--- config.mk ---
export PLATFORM = sky130hd
export DESIGN_NAME = alu_issue_ctrl
export DESIGN_NICKNAME = d
export VERILOG_FILES = /design/src/rtl/alu_issue_ctrl_pkg.sv /design/src/rtl/alu_op_decode.sv /design/src/rtl/alu_issue_ctrl.sv
export SDC_FILE = /design/constraint.sdc
export NUM_CORES = 1
export LEC_CHECK = 0
export CORE_ASPECT_RATIO = 1.25
export CORE_MARGIN = 1.5
export CORE_UTILIZATION = 30
export CTS_BUF_LIST = sky130_fd_sc_hd__clkbuf_4
export CTS_CLUSTER_DIAMETER = 60
export DETAILED_ROUTE_END_ITERATION = 10
export SYNTH_ARGS = -nofsm -noshare
export SYNTH_HDL_FRONTEND = slang
export SYNTH_HIERARCHICAL = 1
export SYNTH_SLANG_ARGS = --single-unit
--- constraint.sdc ---
create_clock -name clock -period 2.15 [get_ports clock]
set_input_delay 0.43 -clock clock [delete_from_list [all_inputs] [get_ports clock]]
set_output_delay 0.43 -clock clock [all_outputs]
set_load 0.1 [all_outputs]
--- src/rtl/alu_issue_ctrl_pkg.sv ---
// Shared definitions for the ALU issue controller: 5-bit opcode encodings,
// writeback select codes, wait-counter width and the controller FSM states.
// The same opcode set is used by the ALU behind this block.
package alu_issue_ctrl_pkg;

  localparam logic [4:0] OP_LOAD = 5'b00000;
  localparam logic [4:0] OP_ADD  = 5'b00011;
  localparam logic [4:0] OP_SUB  = 5'b00100;
  localparam logic [4:0] OP_AND  = 5'b00101;
  localparam logic [4:0] OP_OR   = 5'b00110;
  localparam logic [4:0] OP_ROR  = 5'b00111;
  localparam logic [4:0] OP_ROL  = 5'b01000;
  localparam logic [4:0] OP_SHR  = 5'b01001;
  localparam logic [4:0] OP_SHRA = 5'b01010;
  localparam logic [4:0] OP_SHL  = 5'b01011;
  localparam logic [4:0] OP_ADDI = 5'b01100;
  localparam logic [4:0] OP_ANDI = 5'b01101;
  localparam logic [4:0] OP_ORI  = 5'b01110;
  localparam logic [4:0] OP_DIV  = 5'b01111;
  localparam logic [4:0] OP_MUL  = 5'b10000;
  localparam logic [4:0] OP_NEG  = 5'b10001;
  localparam logic [4:0] OP_NOT  = 5'b10010;
  localparam logic [4:0] OP_SHLA = 5'b10011;

  localparam logic [1:0] WB_SEL_GPR = 2'd0;
  localparam logic [1:0] WB_SEL_LO  = 2'd1;
  localparam logic [1:0] WB_SEL_HI  = 2'd2;

  // Width of the EXEC wait counter; bounds MUL_WAIT / DIV_WAIT to 255.
  localparam int unsigned CNT_W = 8;

  typedef enum logic [1:0] {
    ST_IDLE,
    ST_EXEC,
    ST_WB_LO,
    ST_WB_HI
  } state_t;

endpackage

--- src/rtl/alu_op_decode.sv ---
// Combinational opcode decoder for the ALU issue controller.
// Ports:
//   i_op        request opcode
//   o_legal     opcode belongs to the supported set
//   o_is_wide   MUL or DIV (two writeback beats, LO then HI)
//   o_wait_cnt  extra EXEC cycles before result capture
//   o_op        opcode driven to the ALU (immediate forms folded onto register forms)
module alu_op_decode
  import alu_issue_ctrl_pkg::*;
#(
  parameter int unsigned MUL_WAIT = 1,
  parameter int unsigned DIV_WAIT = 0
) (
  input  logic [4:0]       i_op,
  output logic             o_legal,
  output logic             o_is_wide,
  output logic [CNT_W-1:0] o_wait_cnt,
  output logic [4:0]       o_op
);

  localparam logic [CNT_W-1:0] MUL_CNT = CNT_W'(MUL_WAIT);
  localparam logic [CNT_W-1:0] DIV_CNT = CNT_W'(DIV_WAIT);

  always_comb begin
    o_legal    = 1'b1;
    o_is_wide  = 1'b0;
    o_wait_cnt = '0;
    o_op       = i_op;
    case (i_op)
      OP_LOAD, OP_ADD, OP_SUB, OP_AND, OP_OR, OP_ROR, OP_ROL, OP_SHR,
      OP_SHRA, OP_SHL, OP_NEG, OP_NOT, OP_SHLA: ;
      OP_ADDI: o_op = OP_ADD;
      OP_ANDI: o_op = OP_AND;
      OP_ORI:  o_op = OP_OR;
      OP_MUL: begin
        o_is_wide  = 1'b1;
        o_wait_cnt = MUL_CNT;
      end
      OP_DIV: begin
        o_is_wide  = 1'b1;
        o_wait_cnt = DIV_CNT;
      end
      default: o_legal = 1'b0;
    endcase
  end

endmodule

--- src/rtl/alu_issue_ctrl.sv ---
// Initiator side of the ALU operand/result interface. Accepts one operation
// per valid/ready handshake, drives registered operands/opcode into the ALU,
// waits the per-op latency, captures ResultHi/ResultLo into Z registers and
// sequences writeback beats (GPR, or LO then HI for MUL/DIV).
// Ports:
//   clock, clear                       clock and synchronous active-high reset
//   req_valid/req_ready                request handshake (ready only in IDLE)
//   req_op/req_ra/req_rb/req_rd        request opcode, operands, destination
//   alu_ra/alu_rb/alu_op               registered ALU inputs
//   alu_hi/alu_lo                      ALU results
//   wb_valid/wb_sel/wb_addr/wb_data    writeback beat (consumer always accepts)
//   err                                one-cycle pulse for a dropped illegal opcode
//   busy                               ~req_ready
module alu_issue_ctrl
  import alu_issue_ctrl_pkg::*;
#(
  parameter int unsigned MUL_WAIT = 1,
  parameter int unsigned DIV_WAIT = 0,
  parameter int unsigned RD_W     = 4
) (
  input  logic            clock,
  input  logic            clear,
  input  logic            req_valid,
  output logic            req_ready,
  input  logic [4:0]      req_op,
  input  logic [31:0]     req_ra,
  input  logic [31:0]     req_rb,
  input  logic [RD_W-1:0] req_rd,
  output logic [31:0]     alu_ra,
  output logic [31:0]     alu_rb,
  output logic [4:0]      alu_op,
  input  logic [31:0]     alu_hi,
  input  logic [31:0]     alu_lo,
  output logic            wb_valid,
  output logic [1:0]      wb_sel,
  output logic [RD_W-1:0] wb_addr,
  output logic [31:0]     wb_data,
  output logic            err,
  output logic            busy
);

  state_t           r_state;
  state_t           w_next;
  logic [31:0]      r_ra;
  logic [31:0]      r_rb;
  logic [4:0]       r_op;
  logic [RD_W-1:0]  r_rd;
  logic             r_wide;
  logic [CNT_W-1:0] r_cnt;
  logic [31:0]      r_z_hi;
  logic [31:0]      r_z_lo;
  logic             r_err;

  logic             w_legal;
  logic             w_is_wide;
  logic [CNT_W-1:0] w_wait_cnt;
  logic [4:0]       w_op;

  alu_op_decode #(
    .MUL_WAIT (MUL_WAIT),
    .DIV_WAIT (DIV_WAIT)
  ) u_decode (
    .i_op       (req_op),
    .o_legal    (w_legal),
    .o_is_wide  (w_is_wide),
    .o_wait_cnt (w_wait_cnt),
    .o_op       (w_op)
  );

  // State register
  always_ff @(posedge clock) begin
    if (clear) r_state <= ST_IDLE;
    else       r_state <= w_next;
  end

  // Next-state logic
  always_comb begin
    w_next = r_state;
    case (r_state)
      ST_IDLE:  if (req_valid && w_legal) w_next = ST_EXEC;
      ST_EXEC:  if (r_cnt == '0) w_next = ST_WB_LO;
      ST_WB_LO: w_next = r_wide ? ST_WB_HI : ST_IDLE;
      ST_WB_HI: w_next = ST_IDLE;
      default:  w_next = ST_IDLE;
    endcase
  end

  // Operand, wait-counter, Z and error registers. Operands change only on
  // accept and Z only on capture, so both hold across the writeback beats.
  always_ff @(posedge clock) begin
    if (clear) begin
      r_ra   <= '0;
      r_rb   <= '0;
      r_op   <= OP_LOAD;
      r_rd   <= '0;
      r_wide <= 1'b0;
      r_cnt  <= '0;
      r_z_hi <= '0;
      r_z_lo <= '0;
      r_err  <= 1'b0;
    end else begin
      r_err <= 1'b0;
      case (r_state)
        ST_IDLE: begin
          if (req_valid) begin
            if (w_legal) begin
              r_ra   <= req_ra;
              r_rb   <= req_rb;
              r_op   <= w_op;
              r_rd   <= req_rd;
              r_wide <= w_is_wide;
              r_cnt  <= w_wait_cnt;
            end else begin
              r_err <= 1'b1;
            end
          end
        end
        ST_EXEC: begin
          if (r_cnt == '0) begin
            r_z_hi <= alu_hi;
            r_z_lo <= alu_lo;
          end else begin
            r_cnt <= r_cnt - CNT_W'(1);
          end
        end
        default: ;
      endcase
    end
  end

  // Output logic
  always_comb begin
    req_ready = 1'b0;
    wb_valid  = 1'b0;
    wb_sel    = WB_SEL_GPR;
    wb_addr   = '0;
    wb_data   = '0;
    case (r_state)
      ST_IDLE: req_ready = 1'b1;
      ST_WB_LO: begin
        wb_valid = 1'b1;
        wb_data  = r_z_lo;
        if (r_wide) begin
          wb_sel = WB_SEL_LO;
        end else begin
          wb_sel  = WB_SEL_GPR;
          wb_addr = r_rd;
        end
      end
      ST_WB_HI: begin
        wb_valid = 1'b1;
        wb_sel   = WB_SEL_HI;
        wb_data  = r_z_hi;
      end
      default: ;
    endcase
  end

  assign busy   = ~req_ready;
  assign err    = r_err;
  assign alu_ra = r_ra;
  assign alu_rb = r_rb;
  assign alu_op = r_op;

endmodule
==> metrics.txt <==
Synth area leader=dfxtp_1; Critical Path Source=r_state[0]; Largest stage delay, worst path=0.43 ns; final WL=around 19 mm; clock latency on the worst-skew pair=0.56 ns; Layout Cell Area excl Fill=9990 um2; area of the die=21,500 um2; proportion of layout cells with a drive suffix above 1=0.238; # IOs=251; Antenna Nets Post-Route=0; Slowest-stage cell, CP=dfxtp_4; Async SR Flop Fraction=0; PwrDens=a little over 700 nW/um2; reg-to-reg slack, setup=0.10 ns; Pre-antenna DRT Iters=4; failing checks=negative setup slack; Tightest Pin Transition=approximately 0.52 ns; number of synthesized flops with an enable pin=0; Die X=132 um; worst vdd ir=approximately 0.32 mV; Buf/Inv on CP=2; CTS max path bufs=2; Register-to-Register Path Depth=7; Nets=1,172; post-synth top area share=0.482; area delta synth->final=61.3%; Crit. End Element=primary output; Worst setup endpoint=wb_data[11]; fin crit period=2.17 ns; highest clock rate=between 400 and 500 MHz; instance count on the critical path=4; crit share post-route=1.01; Most used DFF post-synth=dfxtp_1; crit-path most repeated cell=buf_12; Seq/Total Area, Yosys=0.482; Slew headroom=0.654; starting density of the core=0.307; pre-CTS setup slack=-0.167 ns; Hold Fails Final Rpt=0; delay-heaviest family, CP=flip-flops; largest net degree at the start of global routing=65; Syn Inst Count=787; GRT Resource Usage Total=0.175; Post-DP HPWL=12.5 mm; number of buffers added on ports=250; outcome=finished, violations left; peak fanout along the critical path=17; Core Region=around 20,000 um2; chip height=164 um; WHS=roughly 0.35 ns; H-tree depth=4; CTS tree=done; MaxCap Viol Count=0; initial antenna violation count=2; Placer Congestion=0.880; Ys Warns=6; Cell Area, Placed=9410 um2; CP Class=reg -> out; Root Driver=clkbuf_4; DR vias=5,983; grt total ovfl=0; CTS Sinks=149; worst min path class=in -> reg; top area cells in the synthesized netlist=dfxtp_1 (48%), nand2_1 (17%), a21oi_1 (12%), mux2i_1 (5.2%), nor2b_1 (3.5%); clock transition at the registers of the reported paths=0.15 ns; vias in the first global route=5,823; Fin Setup TNS=-0.179 ns; Slew Limit Fails=0; Leak Pwr=3.58 nW; Inserted Clock Buffers=17; Setup crit start kind=flop; first-pass GRT wire length=30.2 mm; DRC violations left=0; DR WL/cell=between 10 and 15 um; RSZ-0062 raised after global routing=true; Synth cell types=44; clock skew=0.0217 ns; WP data arrival=1.74 ns; setup ws final=-0.0201 ns; CP required=1.72 ns; Util after Layout=0.495; critical path, cell by cell=buf_12 > mux2i_2 > nor2b_4 > buf_12; via density per instance=4.55; DRT iter0 DRCs=roughly 230; R2R Path Start=r_cnt[1]; flops & latches, synth=149; Setup violations, final=20; Post-Syn Area=6190 um2; Row Count=58; r2r endpoint=r_z_lo[3]; Mean Syn Cell Area=7.87 um2
[per-layer routing]
metal | vias to the layer above | routed length (um) | track usage | part of all wire
li1 | 3059 | - | - | -
met1 | 2719 | 7740 | 0.199 | 0.41
met2 | 189 | 9590 | 0.310 | 0.51
met3 | 16 | 1350 | 0.0574 | 0.071
met4 | 0 | 262 | 0.0566 | 0.014
met5 | - | 0 | 0 | 0
[cell usage after synthesis, types with 2 or more instances]
master      n
a221oi_1    2
a32o_1      2
clkbuf_1   39
a31oi_1     5
nand2_1   285
nor2b_1    35
a211oi_1    2
buf_4       7
o21bai_1    2
and2_1      5
buf_2       6
o22ai_1     4
a22oi_1     2
buf_6      12
nand3b_1    3
nor2_1      7
or3_1       3
ha_1        2
dfxtp_1   149
nor3_1      5
mux2i_1    32
nand3_1     4
inv_1       7
and3_1      2
a21oi_1   146
[worst register-to-register path: cells and delay by family, from the launching register on]
family | cells | cell delay (ns)
buf+inv | 2 | 0.29
compound gates | 1 | 0.06
fa+ha+maj | 1 | 0.21
simple gates | 3 | 1.03
flops | 1 | 0.36
[where the power goes]
group,internal [mW],switching [mW]
Combinational,0.836,1.43
Clock,0.509,1.18
Sequential,2.96,0.124
[worst min path at each step]
stage	endpoint	slack, ns	from	cells past startpoint
2_1_floorplan	r_rd[0]	0.43	r_rd[0]	2
3_3_place_gp	r_rd[1]	0.44	r_rd[1]	2
5_1_grt	alu_ra[4]	0.28	clear	2
6_report	alu_rb[27]	0.35	clear	2
4_1_cts	alu_ra[0]	0.28	clear	2
3_5_place_dp	r_rd[0]	0.44	r_rd[0]	2
[state kept, by name (all words and copies together), names as in the netlist]
name     cells
r_state      2
r_cnt        8
r_z_hi      32
alu_ra      32
r_rd         4
r_z_lo      32
err          1
r_wide       1
alu_op       5
alu_rb      32
[area by class of cell]
class | count | area, um2
Clock buffer | 17 | 128
Clock inverter | 15 | 135
Multi-Input combinational cell | 572 | 3160
Fill cell | 1993 | 10200
Timing Repair Buffer | 283 | 3200
Antenna cell | 2 | 5.00
Tap cell | 270 | 338
Sequential cell | 149 | 2990
Inverter | 7 | 26.3
[layout by cell type, fill, tap and decap left out, types with 4 or more instances in the layout]
master / Yosys / routed
mux2i_1: 32 / 13
inv_1: 7 / 6
inv_6: 0 / 4
dfxtp_1: 149 / 147
conb_1: 1 / 7
buf_16: 0 / 4
and2_4: 0 / 4
clkbuf_4: 0 / 17
a31oi_1: 5 / 5
nor3_1: 5 / 5
o22ai_1: 4 / 4
mux2i_4: 0 / 4
buf_12: 0 / 52
buf_4: 7 / 88
clkdlybuf4s50_1: 0 / 138
mux2i_2: 0 / 15
nor2b_2: 0 / 13
inv_8: 0 / 5
nor2_1: 7 / 6
nor2b_4: 0 / 19
a21oi_1: 146 / 146
nand2_1: 285 / 285
[kinds of logic after synthesis]
family / share of synthesized area
compound gates: 0.153
fa+ha+maj: 0.00404
buf+inv: 0.0636
flops: 0.482
mux: 0.0517
other cells: 0.000605
simple gates: 0.245
[repair_timing]
item                                   in CTS  in global routing
pin swaps                                   5                  4
gates cloned                                4                  0
resized for setup                          36                  7
setup endpoints to repair                  52                 69
hold buffers                                0                  0
buffers inserted                            5                  0
endpoints found under the hold margin       0                  0
[through the flow]
step / total power, mW / instances
6_report: 7.04 / 1315
5_1_grt: 7.41 / 1315
4_1_cts: 7.14 / 1313
3_5_place_dp: 5.27 / 1272
3_3_place_gp: 5.26 / 1272
2_1_floorplan: 4.59 / 793
Power figures use the tool's default switching activity.
